**src/rtl/ble_bit_sequencer.sv**
```systemverilog
// ---------------------------------------------------------------------------
// ble_bit_sequencer
//
// Symbol-rate sequencer for the BLE transmitter. It walks the packet ROM
// address by address and holds each bit for CLK_PER_SYM clocks on the
// modulator's frequency-select input. Ramp-up and ramp-down intervals of
// RAMP_SYMS symbols frame the packet. This block is the only driver of the
// packet ROM address bus.
//
// Parameters
//   CLK_PER_SYM : clocks per symbol (>= 2)
//   PKT_LEN     : packet length in bits (1..256)
//   RAMP_SYMS   : ramp-up / ramp-down length in symbols (>= 1)
//
// Ports
//   clk        in   clock, rising edge
//   rst_n      in   asynchronous active-low reset
//   start      in   begin a packet (sampled only in IDLE)
//   abort      in   end the packet early (RAMP_UP / DATA only)
//   rom_addr   out  packet ROM address (registered)
//   rom_data   in   ROM bit, combinational in rom_addr
//   sym_bit    out  current symbol bit to the modulator
//   sym_valid  out  sym_bit carries packet data
//   sym_strobe out  one-cycle pulse on the first cycle of each data symbol
//   tx_en      out  transmitter / PA enable
//   busy       out  high in every state except IDLE
//   done       out  one-cycle pulse on return to IDLE
// ---------------------------------------------------------------------------
module ble_bit_sequencer #(
    parameter int CLK_PER_SYM = 16,
    parameter int PKT_LEN     = 256,
    parameter int RAMP_SYMS   = 4
) (
    input  logic       clk,
    input  logic       rst_n,
    input  logic       start,
    input  logic       abort,
    output logic [7:0] rom_addr,
    input  logic       rom_data,
    output logic       sym_bit,
    output logic       sym_valid,
    output logic       sym_strobe,
    output logic       tx_en,
    output logic       busy,
    output logic       done
);

    localparam int CW = $clog2(CLK_PER_SYM);
    localparam int RW = (RAMP_SYMS > 1) ? $clog2(RAMP_SYMS) : 1;

    localparam logic [CW-1:0] CNT_LAST  = CW'(CLK_PER_SYM - 1);
    localparam logic [RW-1:0] RCNT_LAST = RW'(RAMP_SYMS - 1);
    localparam logic [8:0]    IDX_END   = 9'(PKT_LEN);

    typedef enum logic [1:0] {
        IDLE      = 2'd0,
        RAMP_UP   = 2'd1,
        DATA      = 2'd2,
        RAMP_DOWN = 2'd3
    } state_t;

    state_t        state;
    logic [CW-1:0] cnt;     // clock within the current symbol
    logic [RW-1:0] rcnt;    // symbol within the current ramp
    logic [8:0]    idx;     // next packet bit to fetch; 9 bits so 256 is reachable

    logic sym_end;
    logic ramp_end;

    assign sym_end  = (cnt == CNT_LAST);
    assign ramp_end = sym_end && (rcnt == RCNT_LAST);

    // The address is the low byte of a register, so it stays glitch-free and
    // changes only on the strobe edge; the ROM then has a whole symbol to settle.
    assign rom_addr = idx[7:0];

    // NOTE: all state here is sequential, so every assignment is non-blocking;
    // a blocking assignment would let later statements see the new value.
    always_ff @(posedge clk or negedge rst_n) begin
        if (!rst_n) begin
            state      <= IDLE;
            cnt        <= '0;
            rcnt       <= '0;
            idx        <= '0;
            sym_bit    <= 1'b0;
            sym_valid  <= 1'b0;
            sym_strobe <= 1'b0;
            tx_en      <= 1'b0;
            busy       <= 1'b0;
            done       <= 1'b0;
        end else begin
            // NOTE: pulse outputs default low each cycle and are raised only
            // on the cycle they fire, so they can never stick high.
            sym_strobe <= 1'b0;
            done       <= 1'b0;

            case (state)
                IDLE: begin
                    // abort has priority over a coincident start
                    if (start && !abort) begin
                        state <= RAMP_UP;
                        cnt   <= '0;
                        rcnt  <= '0;
                        idx   <= '0;
                        busy  <= 1'b1;
                        tx_en <= 1'b1;
                    end
                end

                RAMP_UP: begin
                    if (abort) begin
                        state <= RAMP_DOWN;
                        cnt   <= '0;
                        rcnt  <= '0;
                    end else if (ramp_end) begin
                        // address 0 has been on the bus for the whole ramp
                        state      <= DATA;
                        cnt        <= '0;
                        sym_bit    <= rom_data;
                        sym_valid  <= 1'b1;
                        sym_strobe <= 1'b1;
                        idx        <= 9'd1;
                    end else if (sym_end) begin
                        cnt  <= '0;
                        rcnt <= rcnt + 1'b1;
                    end else begin
                        cnt <= cnt + 1'b1;
                    end
                end

                DATA: begin
                    if (abort) begin
                        state     <= RAMP_DOWN;
                        cnt       <= '0;
                        rcnt      <= '0;
                        sym_valid <= 1'b0;
                        sym_bit   <= 1'b0;
                    end else if (sym_end) begin
                        cnt <= '0;
                        if (idx == IDX_END) begin
                            state     <= RAMP_DOWN;
                            rcnt      <= '0;
                            sym_valid <= 1'b0;
                            sym_bit   <= 1'b0;
                        end else begin
                            sym_bit    <= rom_data;
                            sym_strobe <= 1'b1;
                            idx        <= idx + 9'd1;
                        end
                    end else begin
                        cnt <= cnt + 1'b1;
                    end
                end

                RAMP_DOWN: begin
                    // abort is deliberately ignored: the ramp always completes
                    if (ramp_end) begin
                        state <= IDLE;
                        cnt   <= '0;
                        rcnt  <= '0;
                        idx   <= '0;
                        tx_en <= 1'b0;
                        busy  <= 1'b0;
                        done  <= 1'b1;
                    end else if (sym_end) begin
                        cnt  <= '0;
                        rcnt <= rcnt + 1'b1;
                    end else begin
                        cnt <= cnt + 1'b1;
                    end
                end

                default: state <= IDLE;
            endcase
        end
    end

endmodule

```
**config.mk**
```make
export PLATFORM = sky130hd
export DESIGN_NAME = ble_bit_sequencer
export DESIGN_NICKNAME = d
export VERILOG_FILES = /design/src/rtl/ble_bit_sequencer.sv
export SDC_FILE = /design/constraint.sdc
export NUM_CORES = 1
export LEC_CHECK = 0
export ABC_AREA = 0
export CAP_MARGIN = 10
export CELL_PAD_IN_SITES_DETAIL_PLACEMENT = 0
export CELL_PAD_IN_SITES_GLOBAL_PLACEMENT = 1
export CORE_MARGIN = 2
export CORE_UTILIZATION = 45
export CTS_CLUSTER_DIAMETER = 80
export DETAILED_ROUTE_END_ITERATION = 7
export HOLD_SLACK_MARGIN = 0.05
export PLACE_DENSITY = 0.95
export SLEW_MARGIN = 20
export SYNTH_ARGS = -nofsm -noshare
export SYNTH_HDL_FRONTEND = slang
export SYNTH_SLANG_ARGS = --single-unit
```
**constraint.sdc**
```tcl
create_clock -name clk -period 5.5 [get_ports clk]
set_clock_uncertainty 0.05 [all_clocks]
set_input_delay 0.825 -clock clk [delete_from_list [all_inputs] [get_ports clk]]
set_output_delay 0.825 -clock clk [all_outputs]
set_load 0.02 [all_outputs]
```
==> impl_metrics.xml <==
<?xml version="1.0" encoding="UTF-8"?>
<metrics>
  <group name="grt">
    <metric name="grt_antenna_before_repair" unit="">0</metric>
    <metric name="grt_max_degree" unit="">23</metric>
    <metric name="gr-total-overflow" unit="">0</metric>
    <metric name="grt_util_met3" unit="">0.0270</metric>
    <metric name="grt.met2_usage" unit="">0.306</metric>
    <metric name="number_of_global_route_vias_before_repair" unit="">1331</metric>
    <metric name="grt_pass1_wl" unit="um">5940</metric>
    <metric name="fraction_of_met1_tracks_used_by_global_routing" unit="">0.250</metric>
    <metric name="grt.busiest_layer" unit="">met2</metric>
    <metric name="groute.usage.overall" unit="">0.184</metric>
  </group>
  <group name="clock_network">
    <metric name="clock_latency" unit="ns">0.30</metric>
    <metric name="post-cts-setup-buffer-count" unit="">0</metric>
    <metric name="cts.sinks" unit="">22</metric>
    <metric name="cts_htree_levels" unit="">1</metric>
    <metric name="cts_hold_buf" unit="">0</metric>
    <metric name="clock_slew_at_the_register_clock_pins_of_the_worst_setup_and_hold_paths" unit="ns">0.12</metric>
    <metric name="cts_buffers" unit="">3</metric>
    <metric name="clock_tree.root_cell" unit="">sky130_fd_sc_hd__clkbuf_4</metric>
    <metric name="cts_tree" unit="">done</metric>
    <metric name="cts_max_path_buffers" unit="">2</metric>
    <metric name="post_cts_resized" unit="">0</metric>
  </group>
  <group name="sta">
    <metric name="setup_total_negative_slack" unit="ns">0</metric>
    <metric name="fin_crit" unit="ns">2.95</metric>
    <metric name="timing.max_slew.rel_slack" unit="">0.630</metric>
    <metric name="final_cycle_utilization_of_the_critical_path" unit="">0.536</metric>
    <metric name="fmax" unit="GHz">0.339</metric>
    <metric name="report.final.slew_viol_count" unit="">0</metric>
    <metric name="finalSetupViolCount" unit="">0</metric>
    <metric name="hold_ws" unit="ns">0.416</metric>
    <metric name="hold_viol" unit="">0</metric>
    <metric name="tightestPinTransition" unit="ns">0.554</metric>
    <metric name="post_layout_worst_setup_margin" unit="ns">2.55</metric>
    <metric name="rsz_0062_raised_after_global_routing" unit="">no</metric>
  </group>
  <group name="detailed_routing">
    <metric name="firstDrtPassIters" unit="">4</metric>
    <metric name="routed_vias_inst" unit="">5.96</metric>
    <metric name="wirelength" unit="um">3340</metric>
    <metric name="postRouteAntennaNets" unit="">0</metric>
    <metric name="wl_per_cell" unit="um">14.7</metric>
    <metric name="drt_iter0_markers" unit="">94</metric>
    <metric name="route.detailed.drc" unit="">0</metric>
    <metric name="vias" unit="">1353</metric>
  </group>
  <group name="placed_design">
    <metric name="place.port_buffers" unit="">18</metric>
    <metric name="pre_cts_ws" unit="ns">2.26</metric>
    <metric name="gp_congestion" unit="">0.821</metric>
    <metric name="place.detailed.hpwl" unit="um">2440</metric>
  </group>
  <group name="floorplanning">
    <metric name="core.rowCount" unit="">21</metric>
    <metric name="top_level_ports" unit="">19</metric>
    <metric name="dieHeight" unit="um">62.4</metric>
    <metric name="floorplan.core_area" unit="sq um">3310</metric>
    <metric name="fp.dieArea" unit="sq um">3900</metric>
    <metric name="die_x" unit="um">62.4</metric>
    <metric name="initial_core_util" unit="">0.464</metric>
  </group>
  <group name="layout">
    <metric name="fillCellCount" unit="">332</metric>
    <metric name="drive_gt1_frac" unit="">0.0497</metric>
    <metric name="fin_util" unit="">0.506</metric>
    <metric name="antenna-diode-count" unit="">0</metric>
    <metric name="final_net_count" unit="">197</metric>
    <metric name="syn_to_final_growth" unit="%">8.96</metric>
    <metric name="area_of_the_multi_input_gates" unit="sq um">842</metric>
    <metric name="area.sequential" unit="sq um">551</metric>
  </group>
  <group name="pwr">
    <metric name="switching_power" unit="W">0.000337</metric>
    <metric name="p_int" unit="W">0.000362</metric>
    <metric name="power_density" unit="nW/um^2">417</metric>
    <metric name="clock_power_share" unit="">0.105</metric>
    <metric name="max-vdd-ir-drop" unit="mV">0.230</metric>
    <metric name="swShare" unit="">0.482</metric>
    <metric name="sequential_power_share" unit="">0.307</metric>
    <metric name="share_comb_of_total_power" unit="">0.588</metric>
    <metric name="leakage_power" unit="nW">0.677</metric>
  </group>
  <group name="worst_hold_path">
    <metric name="holdCritPathClass" unit="">input port to async pin</metric>
  </group>
  <group name="yosys">
    <metric name="postSynthAreaPerCell" unit="sq um">8.68</metric>
    <metric name="syn_area" unit="sq um">1540</metric>
    <metric name="synthDistinctLibCells" unit="">44</metric>
    <metric name="synth_top_flop_cell" unit="">sky130_fd_sc_hd__dfrtp_1</metric>
    <metric name="ys.warnings.count" unit="">0</metric>
    <metric name="synth-edff-count" unit="">0</metric>
    <metric name="synth_seq_area_share" unit="">0.358</metric>
    <metric name="yosys_register_bits" unit="">22</metric>
    <metric name="synth.net_count" unit="">191</metric>
    <metric name="post_synth_inst_count" unit="">177</metric>
    <metric name="async_flop_share" unit="">1.00</metric>
  </group>
  <group name="worst_setup_path">
    <metric name="worst-setup-path-type" unit="">flip-flop to flip-flop</metric>
    <metric name="cpPeakStageDelay" unit="ns">0.51</metric>
    <metric name="critical_path_peak_fanout" unit="">15</metric>
    <metric name="startpoint_type" unit="">flip-flop</metric>
    <metric name="required" unit="ns">5.65</metric>
    <metric name="cp.arrival" unit="ns">3.10</metric>
    <metric name="crit_path_leading_delay_family" unit="">compound AO/OA/AOI/OAI gates</metric>
    <metric name="crit_path_frequent_cell" unit="">sky130_fd_sc_hd__inv_1</metric>
    <metric name="worst-path-buf-inv" unit="">2</metric>
    <metric name="critical_path.cell_chain" unit="">inv_1 &gt; ha_1 &gt; inv_1 &gt; o21ai_1 &gt; a221o_1 &gt; or2_1 &gt; o41ai_2</metric>
    <metric name="timing.reg2reg.worst_path_depth" unit="">7</metric>
    <metric name="end_kind" unit="">flip-flop</metric>
    <metric name="worstSetupPathDepth" unit="">7</metric>
    <metric name="worst_path_max_delay_cell" unit="">sky130_fd_sc_hd__a221o_1</metric>
  </group>
  <group name="job">
    <metric name="cap_viol_max_count" unit="">0</metric>
  </group>
  <group name="status">
    <metric name="outcome" unit="">finished clean</metric>
  </group>
</metrics>
[layout make-up]
cell class	count	area share
clock buffers	3	0.0135
inverters	7	0.0157
multi-input cells	131	0.503
flip-flops and latches	22	0.329
well taps	46	0.0344
repair buffers	18	0.105
[layer usage]
metal,vias up,part of all wire
met4,0,0.0084
met5,-,0
met1,653,0.46
met3,4,0.055
met2,46,0.47
li1,650,-
[through the flow]
stage                     instances  total power (W)  cell area (sq um)
after detailed placement        224         0.000623               1660
after global placement          224         0.000608               1660
after floorplan                 177         0.000541               1540
final                           227         0.000699               1670
after global routing            227         0.000765               1670
after CTS                       227         0.000699               1680
[state kept, by name, indices dropped and copies added, names as in the netlist]
register and flops:
sym_bit 1, idx 9, done 1, sym_valid 1, state 2, rcnt 2, sym_strobe 1, busy 1
cnt 4
[worst paths after layout]
path                                 startpoint                   to  slack, ns
max                        state[0]$_DFFE_PN0P_   idx[6]$_DFFE_PN0P_       2.55
max in group asynchronous                 rst_n   idx[2]$_DFFE_PN0P_       4.65
max reg2reg                state[0]$_DFFE_PN0P_   idx[6]$_DFFE_PN0P_       2.55
min                                       rst_n  rcnt[0]$_DFFE_PN0P_       0.42
min in group clk            rcnt[0]$_DFFE_PN0P_  rcnt[0]$_DFFE_PN0P_       0.46
min reg2reg                 rcnt[0]$_DFFE_PN0P_  rcnt[0]$_DFFE_PN0P_       0.46
[kinds of logic after synthesis]
| kind of cell | after synthesis | synth area share |
|---|---|---|
| AOI/OAI and AO/OA | 55 | 0.257 |
| adders and majority gates | 9 | 0.0733 |
| buffers and inverters | 24 | 0.0936 |
| DFF | 22 | 0.358 |
| and+or+nand+nor | 67 | 0.218 |
[worst register-to-register path, stage by stage, from the launching register on]
cell,delay (ns)
sky130_fd_sc_hd__dfrtp_1,0.43
sky130_fd_sc_hd__inv_1,0.11
sky130_fd_sc_hd__ha_1,0.41
sky130_fd_sc_hd__inv_1,0.45
sky130_fd_sc_hd__o21ai_1,0.13
sky130_fd_sc_hd__a221o_1,0.51
sky130_fd_sc_hd__or2_1,0.43
sky130_fd_sc_hd__o41ai_2,0.33
[Yosys cell counts (2+ instances only)]
library cell                 n  area [sq um]
sky130_fd_sc_hd__nand4_1     3          18.8
sky130_fd_sc_hd__a31oi_1     2          12.5
sky130_fd_sc_hd__o211ai_1    7          52.6
sky130_fd_sc_hd__nand2b_1    2          12.5
sky130_fd_sc_hd__nand3_1    13          65.1
sky130_fd_sc_hd__and3_1      2          12.5
sky130_fd_sc_hd__o41ai_2     2          32.5
sky130_fd_sc_hd__and2_1      3          18.8
sky130_fd_sc_hd__inv_1       7          26.3
sky130_fd_sc_hd__nor2_1      5          18.8
sky130_fd_sc_hd__ha_1        9           113
sky130_fd_sc_hd__buf_4      12          90.1
sky130_fd_sc_hd__o21ai_0     5          25.0
sky130_fd_sc_hd__o21ai_1     8          40.0
sky130_fd_sc_hd__clkbuf_1    3          11.3
sky130_fd_sc_hd__or3_1       2          12.5
sky130_fd_sc_hd__a21oi_1    10          50.1
sky130_fd_sc_hd__o31ai_1     3          22.5
sky130_fd_sc_hd__nor3_1      2          10.0
sky130_fd_sc_hd__nand2_1    25          93.8
sky130_fd_sc_hd__o21a_1      2          15.0
sky130_fd_sc_hd__or2_1       4          25.0
sky130_fd_sc_hd__a2bb2oi_1   2          17.5
sky130_fd_sc_hd__or4_1       3          22.5
sky130_fd_sc_hd__dfrtp_1    22           551
[layout by cell type (no fill, tap or decap), drive strengths merged, types with 2 or more instances in the layout]
cell type,count
o211ai,7
nand4,3
a21oi,11
nand3,13
inv,7
o31ai,4
and2,3
and3,2
o21a,3
or2,4
dfrtp,22
or3,2
or4,3
nand2b,2
a2bb2oi,2
a31oi,2
o21ai,13
clkbuf,3
o41ai,2
clkdlybuf4s50,17
nand2,25
nor2,5
nor3,2
ha,9
[power by group through the flow]
stage | Sequential [W] | Combinational [W] | Clock [W]
global placement | 0.000216 | 0.000392 | 0
CTS | 0.000215 | 0.000408 | 0.0000765
global route | 0.000220 | 0.000462 | 0.0000829
detailed placement | 0.000218 | 0.000405 | 0
floorplan | 0.000220 | 0.000321 | 0
finish | 0.000214 | 0.000411 | 0.0000737
Note: power is estimated with default switching activity, not from simulation.
